## src/rtl/block_dispatcher.sv

```systemverilog
// Splits a kernel launch into fixed-size thread blocks and hands them to compute cores,
// recycling each core once it reports done; raises done when every block has completed.
module block_dispatcher #(
    parameter int NUM_CORES = 2,
    parameter int THREADS_PER_BLOCK = 4,
    parameter int COUNT_W = 8,
    localparam int TC_W = $clog2(THREADS_PER_BLOCK) + 1
) (
    input  logic                         clk,
    input  logic                         reset,
    input  logic                         start,
    input  logic [COUNT_W-1:0]           thread_count,
    input  logic [NUM_CORES-1:0]         core_done,
    output logic [NUM_CORES-1:0]         core_reset,
    output logic [NUM_CORES-1:0]         core_start,
    output logic [NUM_CORES*COUNT_W-1:0] core_block_id,
    output logic [NUM_CORES*TC_W-1:0]    core_thread_count,
    output logic                         done
);
    localparam int TPB_LOG2 = $clog2(THREADS_PER_BLOCK);
    localparam logic [COUNT_W:0] BLK_ONE = 1;
    localparam logic [COUNT_W:0] TPB_M1 = THREADS_PER_BLOCK - 1;
    localparam logic [TC_W-1:0] FULL_TC = THREADS_PER_BLOCK;

    typedef enum logic [1:0] {TOP_IDLE, TOP_DISPATCH, TOP_DONE} top_state_t;
    typedef enum logic [1:0] {SLOT_FREE, SLOT_RESET, SLOT_RUN, SLOT_RELEASE} slot_state_t;

    top_state_t          top_q, top_d;
    slot_state_t         slot_q [NUM_CORES];
    slot_state_t         slot_d [NUM_CORES];
    logic [COUNT_W-1:0]  tc_q;
    logic [COUNT_W:0]    total_q, dispatched_q, completed_q;
    logic [COUNT_W:0]    total_calc, release_cnt;
    logic [COUNT_W-1:0]  block_id_q [NUM_CORES];
    logic [TC_W-1:0]     block_tc_q [NUM_CORES];
    logic [NUM_CORES-1:0] pick;
    logic [TPB_LOG2-1:0] remainder;
    logic [TC_W-1:0]     next_tc;
    logic                launch, can_dispatch, last_block;

    // Block count is computed one bit wider so a full-range thread_count cannot overflow.
    assign launch       = (top_q == TOP_IDLE) && start;
    assign total_calc   = ({1'b0, thread_count} + TPB_M1) >> TPB_LOG2;
    assign can_dispatch = (top_q == TOP_DISPATCH) && (dispatched_q < total_q);
    assign remainder    = tc_q[TPB_LOG2-1:0];
    assign last_block   = (dispatched_q == total_q - BLK_ONE);
    assign next_tc      = (last_block && remainder != '0) ? {1'b0, remainder} : FULL_TC;

    always_comb begin
        top_d = top_q;
        case (top_q)
            TOP_IDLE:     if (start) top_d = TOP_DISPATCH;
            TOP_DISPATCH: if (completed_q == total_q) top_d = TOP_DONE;
            TOP_DONE:     top_d = TOP_DONE;
            default:      top_d = TOP_IDLE;
        endcase
    end

    // Lowest-index FREE slot wins; a slot leaving RELEASE is only FREE from the next cycle.
    always_comb begin
        pick        = '0;
        release_cnt = '0;
        for (int i = 0; i < NUM_CORES; i++) begin
            slot_d[i] = slot_q[i];
            case (slot_q[i])
                SLOT_FREE: begin
                    if (can_dispatch && pick == '0) begin
                        pick[i]   = 1'b1;
                        slot_d[i] = SLOT_RESET;
                    end
                end
                SLOT_RESET:   slot_d[i] = SLOT_RUN;
                SLOT_RUN:     if (core_done[i]) slot_d[i] = SLOT_RELEASE;
                SLOT_RELEASE: begin
                    slot_d[i]   = SLOT_FREE;
                    release_cnt = release_cnt + BLK_ONE;
                end
                default:      slot_d[i] = SLOT_FREE;
            endcase
        end
    end

    always_ff @(posedge clk or posedge reset) begin
        if (reset) begin
            top_q        <= TOP_IDLE;
            tc_q         <= '0;
            total_q      <= '0;
            dispatched_q <= '0;
            completed_q  <= '0;
            for (int i = 0; i < NUM_CORES; i++) begin
                slot_q[i]     <= SLOT_FREE;
                block_id_q[i] <= '0;
                block_tc_q[i] <= '0;
            end
        end else begin
            top_q <= top_d;
            if (launch) begin
                tc_q         <= thread_count;
                total_q      <= total_calc;
                dispatched_q <= '0;
                completed_q  <= '0;
            end else begin
                if (pick != '0) dispatched_q <= dispatched_q + BLK_ONE;
                completed_q <= completed_q + release_cnt;
            end
            for (int i = 0; i < NUM_CORES; i++) begin
                slot_q[i] <= slot_d[i];
                if (pick[i]) begin
                    block_id_q[i] <= dispatched_q[COUNT_W-1:0];
                    block_tc_q[i] <= next_tc;
                end
            end
        end
    end

    always_comb begin
        core_reset        = '0;
        core_start        = '0;
        core_block_id     = '0;
        core_thread_count = '0;
        for (int i = 0; i < NUM_CORES; i++) begin
            core_reset[i] = (slot_q[i] == SLOT_RESET) || (slot_q[i] == SLOT_RELEASE);
            core_start[i] = (slot_q[i] == SLOT_RUN);
            core_block_id[i*COUNT_W +: COUNT_W]  = block_id_q[i];
            core_thread_count[i*TC_W +: TC_W]    = block_tc_q[i];
        end
    end

    assign done = (top_q == TOP_DONE);

endmodule
```

## config.mk

```make
export PLATFORM = sky130hd
export DESIGN_NAME = block_dispatcher
export DESIGN_NICKNAME = d
export VERILOG_FILES = /design/src/rtl/block_dispatcher.sv
export SDC_FILE = /design/constraint.sdc
export NUM_CORES = 1
export LEC_CHECK = 0
export ABC_AREA = 1
export CAP_MARGIN = 20
export CORE_ASPECT_RATIO = 2
export CORE_MARGIN = 2
export CORE_UTILIZATION = 37
export DETAILED_ROUTE_END_ITERATION = 8
export MAX_ROUTING_LAYER = met4
export PLACE_DENSITY_LB_ADDON = 0.25
export SLEW_MARGIN = 20
export SYNTH_ARGS = -nofsm -noshare
export SYNTH_HDL_FRONTEND = slang
export SYNTH_SLANG_ARGS = --single-unit
```

## constraint.sdc

```tcl
create_clock -name clk -period 6.65 [get_ports clk]
set_input_delay 1.33 -clock clk [delete_from_list [all_inputs] [get_ports clk]]
set_output_delay 1.33 -clock clk [all_outputs]
set_load 0.01 [all_outputs]
```

==> flow_summary.json <==
{
  "status": "complete, no violations",
  "io_buffers": 39,
  "dp_hpwl_mm": 5.61,
  "worstPathRequired_ps": 5320,
  "crit_buf_inv": 2,
  "path_delay_family": "buffers and inverters",
  "fmax_ghz": 0.330,
  "dr_total_vias": 2628,
  "drv_slew": 0,
  "setup.worst_path.start_class": "flop",
  "yosysTopAreaCellShare": 0.433,
  "slowest_delay_ps": 480,
  "synth.most_common_cell": "nand2_1",
  "rr_startpoint": "slot_q[2]",
  "dr.pass1.iters": 4,
  "synthCells": 405,
  "antenna_left": 0,
  "crit_chain": "inv_1 > ha_1 > or2_2 > clkdlybuf4s50_1",
  "cts_hold_buf": 0,
  "vdd_drop_max_uv": 186,
  "layout.nets": 484,
  "ys_seq_area_frac": 0.433,
  "wl_per_cell_um": 13.1,
  "wirelength_mm": 7.17,
  "grt_pass1_vias": 2691,
  "clockBufferDepth": 2,
  "clock-sinks": 55,
  "area_delta_synth_final_pct": 19.7,
  "crit_start": "slot_q[1]",
  "ys.flop_type": "dfrtp_1",
  "die_y_um": 135,
  "antenna_found_initial": 0,
  "grt.total_usage": 0.174,
  "tns_ps": 0,
  "synthTopCellsByArea": "dfrtp_1, nand2_1, ha_1, inv_1, nor2_1",
  "grt_max_degree": 56,
  "p_per_area_mw_per_mm2": 442,
  "cp.arrival_ps": 1700,
  "synth_warnings": 0,
  "cts_tree": "done",
  "vias_per_cell": 4.82,
  "whs_ps": 472,
  "worstHoldStart": "core_block_id[15]",
  "max_cap_viol_count": 0,
  "die_area_sq_mm": 0.00939,
  "root_buffer": "clkbuf_16",
  "synth.avg_cell_area_sq_um": 7.84,
  "period_share": 0.455,
  "rows": 47,
  "n_antenna_cell": 0,
  "synth_cell_types": 29,
  "fp.dieW_um": 69.5,
  "cpMaxStageDelayCell": "clkdlybuf4s50_1",
  "core_area_sq_mm": 0.00829,
  "ys_ff_latch": 55,
  "num_io_pins": 40,
  "synth_nets": 443,
  "clk_latency_ps": 300,
  "synth-async-reset-ratio": 1.00,
  "synth_common_cells": "nand2_1, dfrtp_1, inv_1, nor2_1, nand3_1",
  "synth-edff-count": 0,
  "grt_overflow_total": 0,
  "htreeDepth": 2,
  "setup_viol": 0,
  "drt_iter0_drc": 174,
  "crit_fanout": 4,
  "skew_ps": 4.70,
  "cts_resized": 0,
  "setup.worst_path.class": "reg2out",
  "gp_congestion": 0.854,
  "mappedNetlistArea_sq_mm": 0.00318,
  "yosys.area.top_type": "dfrtp_1",
  "slew_headroom": 0.515,
  "hold_violations": 0,
  "initial_core_util": 0.383,
  "tightest_slew_ps": 727,
  "drive_gt1_frac": 0.0738,
  "route.detailed.drc": 0,
  "holdCritPathClass": "reg2reg",
  "clk_pin_slew_worst_paths_ps": 70,
  "leakagePower_nw": 1.90,
  "grt_pass1_wl_mm": 12.6,
  "end_kind": "primary output",
  "post-route-min-period_ps": 3030,
  "rsz0062_at_grt": "false",
  "cts_buffers": 5,
  "post_cts_buffers": 0
}
metrics by stage:
stage	power, mW	cells	area (sq um)	setup WS, ps	util
floorplan	1.16	405	3180	3980	-
global placement	1.41	537	3660	3410	0.441
detailed placement	1.44	537	3660	3390	0.441
CTS	1.71	545	3800	3600	0.458
global route	1.86	545	3800	3480	0.458
finish	1.68	545	3800	3620	0.458
where the power goes:
part	internal, mW	switching, mW	leakage (nW)
Clock	0.139	0.120	0.0669
Sequential	0.451	0.115	0.727
Combinational	0.356	0.500	1.10
Total	0.946	0.735	1.90
worst paths after layout:
| check | endpoint | slack (ps) | depth (start not counted) |
|---|---|---|---|
| worst max-delay path | core_reset[1] | 3620 | 4 |
| worst min-delay path | core_block_id[15] | 470 | 2 |
| worst max register to register | completed_q[8] | 4100 | 14 |
| worst min register to register | core_block_id[15] | 470 | 2 |
| max in group asynchronous | slot_q[3] | 4640 | 3 |
| min in group asynchronous | core_block_id[15] | 1550 | 3 |
layer usage:
metal	GRT usage	vias to the layer above	wire length, um	share of wire
li1	-	1363	-	-
met1	0.165	1214	2600	0.36
met2	0.337	37	4160	0.58
met3	0.0269	14	159	0.022
met4	0.0784	0	248	0.035
met5	-	-	0	0
state kept, by name (all words and copies together), names as in the netlist:
signal and flops:
tc_q 2, core_thread_count 6, completed_q 9, core_block_id 16, total_q 7, slot_q 4
dispatched_q 9, top_q 2
cell usage in the layout (no fill, tap or decap), types with 2 or more instances in the layout:
master and n:
inv_1 50, o21ai_0 13, xnor2_1 3, or2_2 3, nor2_1 34, nand3_2 2, nor2_2 5, nand4_1 3
nand2_1 120, dfrtp_1 55, ha_1 24, a21oi_1 9, clkbuf_16 5, clkdlybuf4s50_1 39, o21ai_1 16, o21ai_2 7
xor2_1 5, nor3_1 6, o22ai_1 5, nand3_1 25, inv_2 6, nor2_4 2
final cells by class:
class | instances | area (sq um)
Timing Repair Buffer | 40 | 398
Multi-Input combinational cell | 288 | 1550
Inverter | 56 | 210
Tap cell | 98 | 123
Sequential cell | 55 | 1380
Clock buffer | 6 | 129
Clock inverter | 2 | 12.5
Fill cell | 840 | 4490
logic make-up (layout without fill, tap and decap cells):
| family | count (synthesis) | in the layout | synth area share |
|---|---|---|---|
| AND/OR/NAND/NOR | 203 | 203 | 0.273 |
| AO/OA/AOI/OAI | 52 | 52 | 0.0933 |
| adder cells (fa/ha/maj) | 25 | 25 | 0.101 |
| buffers and inverters | 62 | 104 | 0.0780 |
| XOR/XNOR | 8 | 8 | 0.0221 |
| flip-flops | 55 | 55 | 0.433 |
worst reg2reg max path, stage by stage, from the launching register on:
cell and delay [ps]:
dfrtp_1 410, ha_1 230, ha_1 280, ha_1 170, inv_1 60, fa_1 350, inv_1 70, nand2_1 50
inv_1 90, nand2_1 50, nor2_1 190, nand3_1 140, nor2_1 140, o21ai_0 90, a21oi_1 150
Note: power is estimated with default switching activity, not from simulation.
